**src/rtl/video_timing_pkg.sv**
```systemverilog
// video_timing_pkg: shared types and constants for the raster timing generator.
//   vstate_e   - vertical phase: character rows or post-frame adjust scanlines
//   Def*       - default widths used as parameter defaults by video_timing
//   Cursor*    - cursor_mode encodings (used when VIDEO_TIMING_CURSOR_EN is defined)
package video_timing_pkg;

  typedef enum logic {
    VRows   = 1'b0,
    VAdjust = 1'b1
  } vstate_e;

  localparam int unsigned DefPixelsPerChar = 8;
  localparam int unsigned DefHWidth        = 8;
  localparam int unsigned DefVWidth        = 7;
  localparam int unsigned DefRWidth        = 5;
  localparam int unsigned DefMaWidth       = 14;
  localparam int unsigned VsyncCntWidth    = 4;

  localparam logic [1:0] CursorSteady  = 2'b00;
  localparam logic [1:0] CursorOff     = 2'b01;
  localparam logic [1:0] CursorBlink16 = 2'b10;
  localparam logic [1:0] CursorBlink32 = 2'b11;

endpackage

```
**src/rtl/video_cursor.sv**
```systemverilog
// video_cursor: hardware cursor compare plus blink frame counter.
// Only instantiated when VIDEO_TIMING_CURSOR_EN is defined.
// Ports:
//   pixel_clk, reset          - clock, async active-high reset
//   frame_tick                - high on the cycle whose state is the frame origin
//   de_next, ma_next, ra_next - unregistered display enable / address / raster
//   cursor_addr/start/end     - cursor cell address and raster span (inclusive)
//   cursor_mode               - steady / off / blink 16 on-16 off / blink 32 on-32 off
//   cursor                    - registered, aligned with the other timing outputs
module video_cursor
  import video_timing_pkg::*;
#(
  parameter int unsigned MA_WIDTH = DefMaWidth,
  parameter int unsigned R_WIDTH  = DefRWidth
) (
  input  logic                pixel_clk,
  input  logic                reset,
  input  logic                frame_tick,
  input  logic                de_next,
  input  logic [MA_WIDTH-1:0] ma_next,
  input  logic [R_WIDTH-1:0]  ra_next,
  input  logic [MA_WIDTH-1:0] cursor_addr,
  input  logic [R_WIDTH-1:0]  cursor_start,
  input  logic [R_WIDTH-1:0]  cursor_end,
  input  logic [1:0]          cursor_mode,
  output logic                cursor
);

  logic [4:0] frame_cnt_q;
  logic       slow_phase_q;  // toggles every 32 frames, on each frame_cnt_q wrap
  logic       blink_on;
  logic       cursor_d;

  always_comb begin
    blink_on = 1'b1;
    unique case (cursor_mode)
      CursorSteady:  blink_on = 1'b1;
      CursorOff:     blink_on = 1'b0;
      CursorBlink16: blink_on = ~frame_cnt_q[4];
      CursorBlink32: blink_on = ~slow_phase_q;
    endcase
    cursor_d = de_next && (ma_next == cursor_addr) && (ra_next >= cursor_start) &&
               (ra_next <= cursor_end) && blink_on;
  end

  always_ff @(posedge pixel_clk or posedge reset) begin
    if (reset) begin
      frame_cnt_q  <= '0;
      slow_phase_q <= 1'b0;
      cursor       <= 1'b0;
    end else begin
      cursor <= cursor_d;
      if (frame_tick) begin
        frame_cnt_q <= frame_cnt_q + 5'd1;
        if (&frame_cnt_q) slow_phase_q <= ~slow_phase_q;
      end
    end
  end

endmodule

```
**src/rtl/video_timing.sv**
```systemverilog
// video_timing: CRTC-style raster timing generator.
// Counters: px (pixel in cell), hc (char in line), ra (raster in row / adjust line),
// vc (char row), plus a vertical phase (rows / adjust) and the row base address.
// Every output is registered from the current counter state, so all outputs lag
// the counters by exactly one pixel_clk.
// Ports:
//   pixel_clk, reset            - sole clock, async active-high reset
//   h_char_total/displayed      - last char index / displayed chars per line
//   h_sync_pos/width            - hsync start char / width in chars (0 = none)
//   v_char_total/displayed      - last row index / displayed rows
//   v_sync_pos/width            - vsync start row / width in scanlines (0 = none)
//   v_char_height, v_adjust     - last raster index in a row / extra scanlines
//   start_addr                  - address of the first displayed char
//   ma, ra                      - video RAM address, raster row within char
//   h_sync, v_sync, h_active, v_active, de, char_en, frame_start
// Option: define VIDEO_TIMING_CURSOR_EN to add cursor_addr, cursor_start, cursor_end,
// cursor_mode inputs and the cursor output (video_cursor sub-module).
// Configuration inputs are used live; there are no shadow registers.
module video_timing
  import video_timing_pkg::*;
#(
  parameter int unsigned PIXELS_PER_CHAR = DefPixelsPerChar,
  parameter int unsigned H_WIDTH         = DefHWidth,
  parameter int unsigned V_WIDTH         = DefVWidth,
  parameter int unsigned R_WIDTH         = DefRWidth,
  parameter int unsigned MA_WIDTH        = DefMaWidth
) (
  input  logic                pixel_clk,
  input  logic                reset,
  input  logic [H_WIDTH-1:0]  h_char_total,
  input  logic [H_WIDTH-1:0]  h_char_displayed,
  input  logic [H_WIDTH-1:0]  h_sync_pos,
  input  logic [3:0]          h_sync_width,
  input  logic [V_WIDTH-1:0]  v_char_total,
  input  logic [V_WIDTH-1:0]  v_char_displayed,
  input  logic [V_WIDTH-1:0]  v_sync_pos,
  input  logic [3:0]          v_sync_width,
  input  logic [R_WIDTH-1:0]  v_char_height,
  input  logic [R_WIDTH-1:0]  v_adjust,
  input  logic [MA_WIDTH-1:0] start_addr,
  output logic [MA_WIDTH-1:0] ma,
  output logic [R_WIDTH-1:0]  ra,
  output logic                h_sync,
  output logic                v_sync,
  output logic                h_active,
  output logic                v_active,
  output logic                de,
  output logic                char_en,
`ifdef VIDEO_TIMING_CURSOR_EN
  input  logic [MA_WIDTH-1:0] cursor_addr,
  input  logic [R_WIDTH-1:0]  cursor_start,
  input  logic [R_WIDTH-1:0]  cursor_end,
  input  logic [1:0]          cursor_mode,
  output logic                cursor,
`endif
  output logic                frame_start
);

  localparam int unsigned PxW = $clog2(PIXELS_PER_CHAR);
  localparam logic [PxW-1:0] PxLast = PxW'(PIXELS_PER_CHAR - 1);

  logic [PxW-1:0]           px_q, px_d;
  logic [H_WIDTH-1:0]       hc_q, hc_d;
  logic [R_WIDTH-1:0]       ra_q, ra_d;
  logic [V_WIDTH-1:0]       vc_q, vc_d;
  vstate_e                  vstate_q, vstate_d;
  logic [MA_WIDTH-1:0]      row_base_q, row_base_d;
  logic [VsyncCntWidth-1:0] vs_cnt_q, vs_cnt_d;

  logic               char_last, line_end, new_frame;
  logic [R_WIDTH:0]   ra_inc;
  logic [H_WIDTH:0]   hs_end;

  logic [MA_WIDTH-1:0] ma_d;
  logic                h_sync_d, v_sync_d, h_active_d, v_active_d, de_d;
  logic                char_en_d, frame_start_d;

  // Counter next state.
  always_comb begin
    char_last  = (px_q == PxLast);
    line_end   = char_last && (hc_q >= h_char_total);
    ra_inc     = {1'b0, ra_q} + (R_WIDTH + 1)'(1);
    px_d       = char_last ? '0 : px_q + PxW'(1);
    hc_d       = hc_q;
    ra_d       = ra_q;
    vc_d       = vc_q;
    vstate_d   = vstate_q;
    row_base_d = row_base_q;
    vs_cnt_d   = vs_cnt_q;
    new_frame  = 1'b0;

    // >= rather than == so a live shrink below the current count wraps next cell.
    if (char_last) hc_d = (hc_q >= h_char_total) ? '0 : hc_q + H_WIDTH'(1);

    if (line_end) begin
      unique case (vstate_q)
        VRows: begin
          if (ra_q >= v_char_height) begin
            ra_d       = '0;
            vc_d       = vc_q + V_WIDTH'(1);
            row_base_d = row_base_q + MA_WIDTH'(h_char_displayed);
            if (vc_q >= v_char_total) begin
              if (v_adjust != '0) vstate_d = VAdjust;
              else                new_frame = 1'b1;
            end
          end else begin
            ra_d = ra_inc[R_WIDTH-1:0];
          end
        end
        VAdjust: begin
          if (ra_inc >= {1'b0, v_adjust}) new_frame = 1'b1;
          else                            ra_d = ra_inc[R_WIDTH-1:0];
        end
      endcase

      if (new_frame) begin
        ra_d       = '0;
        vc_d       = '0;
        vstate_d   = VRows;
        row_base_d = start_addr;
      end

      // vsync length is counted in scanlines, independent of row boundaries.
      if ((vstate_d == VRows) && (vc_d == v_sync_pos) && (ra_d == '0)) begin
        vs_cnt_d = v_sync_width;
      end else if (vs_cnt_q != '0) begin
        vs_cnt_d = vs_cnt_q - VsyncCntWidth'(1);
      end
    end
  end

  // Output decode from the current counter state; registered below.
  always_comb begin
    hs_end        = {1'b0, h_sync_pos} + (H_WIDTH + 1)'(h_sync_width);
    ma_d          = row_base_q + MA_WIDTH'(hc_q);
    h_active_d    = (hc_q < h_char_displayed);
    v_active_d    = (vstate_q == VRows) && (vc_q < v_char_displayed);
    de_d          = h_active_d && v_active_d;
    h_sync_d      = (hc_q >= h_sync_pos) && ({1'b0, hc_q} < hs_end);
    v_sync_d      = (vs_cnt_q != '0);
    char_en_d     = char_last;
    frame_start_d = (px_q == '0) && (hc_q == '0) && (ra_q == '0) && (vc_q == '0) &&
                    (vstate_q == VRows);
  end

  always_ff @(posedge pixel_clk or posedge reset) begin
    if (reset) begin
      px_q        <= '0;
      hc_q        <= '0;
      ra_q        <= '0;
      vc_q        <= '0;
      vstate_q    <= VRows;
      row_base_q  <= '0;
      vs_cnt_q    <= '0;
      ma          <= '0;
      ra          <= '0;
      h_sync      <= 1'b0;
      v_sync      <= 1'b0;
      h_active    <= 1'b0;
      v_active    <= 1'b0;
      de          <= 1'b0;
      char_en     <= 1'b0;
      frame_start <= 1'b0;
    end else begin
      px_q        <= px_d;
      hc_q        <= hc_d;
      ra_q        <= ra_d;
      vc_q        <= vc_d;
      vstate_q    <= vstate_d;
      row_base_q  <= row_base_d;
      vs_cnt_q    <= vs_cnt_d;
      ma          <= ma_d;
      ra          <= ra_q;
      h_sync      <= h_sync_d;
      v_sync      <= v_sync_d;
      h_active    <= h_active_d;
      v_active    <= v_active_d;
      de          <= de_d;
      char_en     <= char_en_d;
      frame_start <= frame_start_d;
    end
  end

`ifdef VIDEO_TIMING_CURSOR_EN
  video_cursor #(
    .MA_WIDTH (MA_WIDTH),
    .R_WIDTH  (R_WIDTH)
  ) u_cursor (
    .pixel_clk    (pixel_clk),
    .reset        (reset),
    .frame_tick   (frame_start_d),
    .de_next      (de_d),
    .ma_next      (ma_d),
    .ra_next      (ra_q),
    .cursor_addr  (cursor_addr),
    .cursor_start (cursor_start),
    .cursor_end   (cursor_end),
    .cursor_mode  (cursor_mode),
    .cursor       (cursor)
  );
`endif

endmodule
```
**config.mk**
```make
export PLATFORM = sky130hd
export DESIGN_NAME = video_timing
export DESIGN_NICKNAME = d
export VERILOG_FILES = /design/src/rtl/video_timing_pkg.sv /design/src/rtl/video_cursor.sv /design/src/rtl/video_timing.sv
export SDC_FILE = /design/constraint.sdc
export NUM_CORES = 1
export LEC_CHECK = 0
export ABC_AREA = 1
export BUFFER_PORTS_ARGS = -buffer_cell sky130_fd_sc_hd__buf_2
export CAP_MARGIN = 5
export CORE_MARGIN = 3
export CORE_UTILIZATION = 50
export DETAILED_ROUTE_END_ITERATION = 12
export GPL_TIMING_DRIVEN = 0
export PLACE_DENSITY = 0.73
export SLEW_MARGIN = 0
export SYNTH_ARGS = -nofsm -noshare
export SYNTH_HDL_FRONTEND = slang
export SYNTH_SLANG_ARGS = --single-unit
```
**constraint.sdc**
```tcl
create_clock -name pixel_clk -period 2.9 [get_ports pixel_clk]
set_input_delay 0.58 -clock pixel_clk [delete_from_list [all_inputs] [get_ports pixel_clk]]
set_output_delay 0.58 -clock pixel_clk [all_outputs]
set_load 0.01 [all_outputs]
```
==> flow_summary.yaml, run 1 <==
setup_path:
  slowest_delay_ns: 0.48
  path_cells: "ha_4 -> nand3_2 -> xor2_2 -> inv_2 -> ha_4 -> and3_4 -> nand2_4 -> nand2_4 -> buf_6 -> nand2_1 -> nand3_1 -> nand2_1 -> nand2_2 -> nand2_2 -> nor2_4 -> nand3_4 -> nor2_4 -> nor2_4 -> nor2_4 -> nand2_1 -> nand2_1"
  cp.required_ns: 3.21
  critPathMaxFanout: 6
  start_kind: "flop"
  critPathSlowestCell: "dfrtp_2"
  critPathKind: "flop to flop"
  endpoint_kind: "flop"
  worstPathArrival_ns: 3.32
  crit_family: "simple AND/OR/NAND/NOR gates"
  critPathBufInv: 2
route:
  postRouteAntennaNets: 0
  first_pass_iters: 7
  via_per_inst: 5.39
  drc: 0
  num_vias: 5453
  post_drt_wl_per_cell_um: 15.4
  drt_wl_total_um: 15600
  drt_iter0_markers: 371
yosys:
  yosysTopAreaCell: "dfrtp_1"
  yosys.area.top_type_share: 0.303
  yosys.cell_types.count: 45
  synth_fp_nets: 894
  syn_avg_cell_area_um2: 7.71
  yosys-top-cells-area: "dfrtp_1, ha_1, nand2_1"
  synthesis.area_um2: 5610
  ys_ff_latch: 68
  synthCells: 728
  synth.yosys.warnings: 0
  yosysSeqAreaShare: 0.303
global_route:
  grt_use_total: 0.240
  grt_max_degree: 69
  overflow: 0
  grt_pass1_vias: 5490
  antenna_found_initial: 0
  grt_pass1_wl_um: 24600
cts:
  cts_tree: "yes"
  hold_buffers: 0
  cts_sinks: 68
  clockRootBuffer: "clkbuf_8"
  clk_latency_ns: 0.37
  path_clk_slew_ns: 0.08
  htree_levels: 3
  clock_path_buffers: 2
  numCtsBuffers: 9
outcome:
  violations: "negative setup slack"
  status: "finished, violations left"
final_layout:
  final_util: 0.637
  fillers: 939
  antenna_cells: 0
  finalNetCount: 1032
  drive_above_1_share: 0.241
  mostFrequentLayoutCells: "nand2_1, inv_1, buf_2, ha_1, dfrtp_1"
  mostFrequentLayoutCell: "nand2_1"
  area_delta_synth_final_pct: 23.5
power:
  powerDensity_nw_per_um2: 358
  irDropWorstVdd_uv: 194
  p_leak_nw: 3.81
  power.total_w: 0.00248
placement:
  io_buffers: 104
  hpwlAfterDp_um: 11300
  gp_congestion: 0.932
timing:
  holdWs_ns: 0.380
  finalHoldViolations: 0
  fin_setup_tns_ns: -0.382
  setup-violations-final: 4
  fmax_mhz: 332
  timing.final.crit_share: 1.04
  finClkSkew_ns: 0.00992
  setup_ws_ns: -0.110
  relSlewSlack: 0.430
  rsz0062_at_grt: "true"
  final.min_clock_period_ns: 3.01
  worstMarginPinSlew_ns: 0.855
  drv_slew: 0
floorplan:
  io_pins: 105
  die_x_um: 112
  fp.coreArea_um2: 10900
  core.rowCount: 38
  die-area_um2: 12500
  start_util: 0.516
  die_h_um: 112
job:
  drv_cap: 0
worst_hold_path:
  min_path_type: "input pin to asynchronous set/reset pin"
-- per-layer routing --
| metal | share of wire | track usage | vias up |
|---|---|---|---|
| li1 | - | - | 2660 |
| met1 | 0.41 | 0.293 | 2544 |
| met2 | 0.50 | 0.420 | 216 |
| met3 | 0.068 | 0.0462 | 33 |
| met4 | 0.023 | 0.0905 | 0 |
| met5 | 0 | 0 | - |
-- cells in the mapped netlist, drive strengths merged --
library cell,number
nor2,45
ha,84
a21oi,40
dfrtp,68
nand2,176
o221ai,1
o21a,5
nor3,9
a21o,1
nor4,5
buf,4
xnor2,7
o211ai,1
o22ai,2
fa,3
o21ai,46
a21boi,2
clkbuf,7
a31oi,5
nand4,12
a22oi,4
nand3b,3
o21bai,8
and3,1
or2,1
o31ai,1
xor2,22
nor3b,1
nand3,43
inv,118
and2,2
o2111ai,1
-- stage by stage --
stage | std cells | setup WS [ns] | instance area (um^2)
CTS | 999 | -0.000219 | 6680
detailed placement | 972 | -0.462 | 6310
global route | 1011 | -0.272 | 6930
finish | 1011 | -0.110 | 6930
global placement | 972 | -0.385 | 6310
floorplan | 728 | 0.241 | 5610
-- worst paths after layout --
| path | slack (ns) | endpoint | depth (start not counted) | startpoint |
|---|---|---|---|---|
| max | -0.11 | vs_cnt_q[1] | 21 | ra_q[0] |
| min | 0.38 | row_base_q[9] | 2 | reset |
| max reg2reg | -0.11 | vs_cnt_q[1] | 21 | ra_q[0] |
| min reg2reg | 0.47 | px_q[0] | 1 | px_q[0] |
| max in group asynchronous | 1.90 | ra_q[0] | 2 | reset |
| min in group pixel_clk | 0.47 | px_q[0] | 1 | px_q[0] |
-- registers in the layout, indices dropped and copies added, names as in the netlist, 3 cells and up --
signal / count
px_q: 3
ra_q: 5
ma: 14
hc_q: 8
vs_cnt_q: 4
row_base_q: 14
vc_q: 7
ra: 5
-- logic make-up after synthesis --
group,synth area share
AOI/OAI and AO/OA,0.118
buffers and inverters,0.0889
adders and majority gates,0.198
xor gates and xnor gates,0.0453
DFF,0.303
and+or+nand+nor,0.247
-- layout make-up --
type,count,area [um^2],share of cell area
multi-input combinational,531,3610,0.521
sequential,68,1710,0.246
timing repair buffer,127,701,0.101
inverter,118,453,0.0653
tap,140,175,0.0253
clock buffer,9,124,0.0179
clock inverter,7,100,0.0144
buffer,11,62.6,0.00902
-- worst register-to-register path, stage by stage, from the launching register on --
cell	delay, ns
dfrtp_2	0.48
ha_4	0.19
nand3_2	0.09
xor2_2	0.22
inv_2	0.09
ha_4	0.28
and3_4	0.18
nand2_4	0.06
nand2_4	0.11
buf_6	0.11
nand2_1	0.07
nand3_1	0.08
nand2_1	0.08
nand2_2	0.09
nand2_2	0.07
nor2_4	0.10
nand3_4	0.11
nor2_4	0.21
nor2_4	0.07
nor2_4	0.14
nand2_1	0.08
nand2_1	0.07
-- report_power, final --
| part | internal (W) | switching (W) |
|---|---|---|
| combinational | 0.000238 | 0.000317 |
| sequential | 0.000977 | 0.0000331 |
| clock | 0.000490 | 0.000424 |
| total | 0.00170 | 0.000774 |
-- what timing repair did --
action,CTS,global route
resized for setup,16,38
endpoints found under the setup margin,18,18
setup buffers,11,12
cloned,0,0
pin swaps,8,31
Note: power is estimated with default switching activity, not from simulation.
==> run 2, diff against run 1 <==
CORE_MARGIN = 1.5   (was 3)
GPL_TIMING_DRIVEN = not set   (was 0)
==> flow_summary.yaml, run 2 (same netlist as run 1, synthesis figures left out) <==
final_layout:
  finalNetCount: 1025
  final_util: 0.620
  mostFrequentLayoutCell: "nand2_1"
  antenna_cells: 0
  instances_no_fill: 1004
  reg_top3: "ma x14, row_base_q x14, hc_q x8"
  fin_area_um2: 6750
  area_delta_synth_final_pct: 20.2
  drive_above_1_share: 0.214
  mostFrequentLayoutCells: "nand2_1, inv_1, buf_2, ha_1, dfrtp_1"
route:
  via_per_inst: 5.24
  postRouteAntennaNets: 0
  drc: 0
  drt_iter0_markers: 254
  drt_wl_total_um: 13700
  first_pass_iters: 5
  post_drt_wl_per_cell_um: 13.7
  num_vias: 5260
floorplan:
  io_pins: 105
  start_util: 0.516
  die-area_um2: 11900
  die_x_um: 109
  core.rowCount: 38
  fp.coreArea_um2: 10900
  die_h_um: 109
global_route:
  antenna_found_initial: 0
  grt_max_degree: 35
  grt_use_total: 0.236
  grt_pass1_wl_um: 21900
  overflow: 0
  grt_pass1_vias: 4953
timing:
  finClkSkew_ns: 0.00807
  drv_slew: 0
  timing.final.crit_share: 1.02
  finalHoldViolations: 0
  setup-violations-final: 4
  setup_ws_ns: -0.0496
  fmax_mhz: 339
  relSlewSlack: 0.511
  fin_setup_tns_ns: -0.122
  final.min_clock_period_ns: 2.95
  worstMarginPinSlew_ns: 0.733
  rsz0062_at_grt: "true"
  holdWs_ns: 0.344
cts:
  cts_tree: "yes"
  clock_path_buffers: 2
  clk_latency_ns: 0.36
  numCtsBuffers: 9
  htree_levels: 3
  hold_buffers: 0
  cts_sinks: 68
  clockRootBuffer: "clkbuf_8"
  path_clk_slew_ns: 0.08
outcome:
  status: "finished, violations left"
  violations: "negative setup slack"
setup_path:
  path_cells: "buf_6 -> nand3_4 -> xnor2_2 -> ha_1 -> nand2_1 -> nand2_1 -> nand2_1 -> nand2_1 -> nor2_2 -> nand2_2 -> nand2_4 -> nand2_8 -> o21bai_1 -> nand2_1 -> nor2_4 -> nand3_4 -> nor2_4 -> nor2_4 -> nor2_4 -> nand2_1 -> nand2_1"
  worstPathArrival_ns: 3.24
  start_kind: "flop"
  critPathSlowestCell: "dfrtp_1"
  cp.required_ns: 3.20
  critPathKind: "flop to flop"
  critPathMaxFanout: 8
  crit_family: "simple AND/OR/NAND/NOR gates"
  endpoint_kind: "flop"
  critPathBufInv: 1
  cpMostUsedCell: "nand2_1"
  slowest_delay_ns: 0.38
worst_hold_path:
  min_path_type: "input pin to asynchronous set/reset pin"
power:
  seqPwrFrac: 0.436
  power_frac_clock: 0.336
  p_sw_frac: 0.305
  power.switching_w: 0.000699
  irDropWorstVdd_uv: 194
  combPwrFrac: 0.228
  p_leak_nw: 3.79
  powerDensity_nw_per_um2: 340
  internal-power_w: 0.00159
placement:
  hpwlAfterDp_um: 10700
  gp_congestion: 0.930
  placed_area_um2: 6450
  io_buffers: 104
  dp_cells: 985
job:
  drv_cap: 0
run 2: cell count changes in the layout (fill, tap and decap cells not counted), moves of 2 or more:
cell      delta
buf_4        +3
clkbuf_1     -3
clkinv_2     +2
clkinv_4     -3
dfrtp_1      +3
dfrtp_2      -3
ha_4         -2
inv_1        +3
inv_6        -2
nand2_1      +9
nand2_2      -7
run 2: worst paths after layout:
kind / start / end / depth (start not counted) / slack, ns
min reg2reg: px_q[0] / px_q[0] / 1 / 0.46
max in group asynchronous: reset / de / 3 / 1.87
max reg2reg: ra_q[0] / vs_cnt_q[0] / 21 / -0.05
min in group pixel_clk: px_q[0] / px_q[0] / 1 / 0.46
max: ra_q[0] / vs_cnt_q[0] / 21 / -0.05
min: reset / row_base_q[12] / 2 / 0.34
run 2: power by group through the flow:
stage / Combinational, W / Sequential [W] / Clock [W]
global placement: 0.000485 / 0.00101 / 0
detailed placement: 0.000503 / 0.00102 / 0
global route: 0.000598 / 0.00100 / 0.000834
finish: 0.000523 / 0.000998 / 0.000770
floorplan: 0.000311 / 0.00102 / 0
CTS: 0.000506 / 0.000997 / 0.000788
run 2: repair_timing:
item                                    in CTS  in global routing
gates resized for setup                      1                 16
endpoints found under the setup margin       1                  6
gates cloned                                 0                  0
buffers inserted                             0                  3
pin swaps                                    0                 16
run 2: through the flow:
stage,total power (W),worst slack [ns]
CTS,0.00229,0.0303
floorplan,0.00134,0.241
global route,0.00243,-0.283
global placement,0.00150,0.134
detailed placement,0.00152,0.0214
finish,0.00229,-0.0496
run 2: area by class of cell:
class / count / area (um^2)
clock inverter: 5 / 52.6
timing repair buffer: 131 / 739
fill: 958 / 4140
clock buffer: 11 / 131
multi-input combinational: 531 / 3500
tap: 140 / 175
sequential: 68 / 1700
inverter: 118 / 445
run 2: per-layer routing:
| metal | track usage | wire, um |
|---|---|---|
| met2 | 0.396 | 6440 |
| met3 | 0.0418 | 780 |
| met5 | 0 | 0 |
| met4 | 0.0874 | 237 |
| met1 | 0.305 | 6280 |
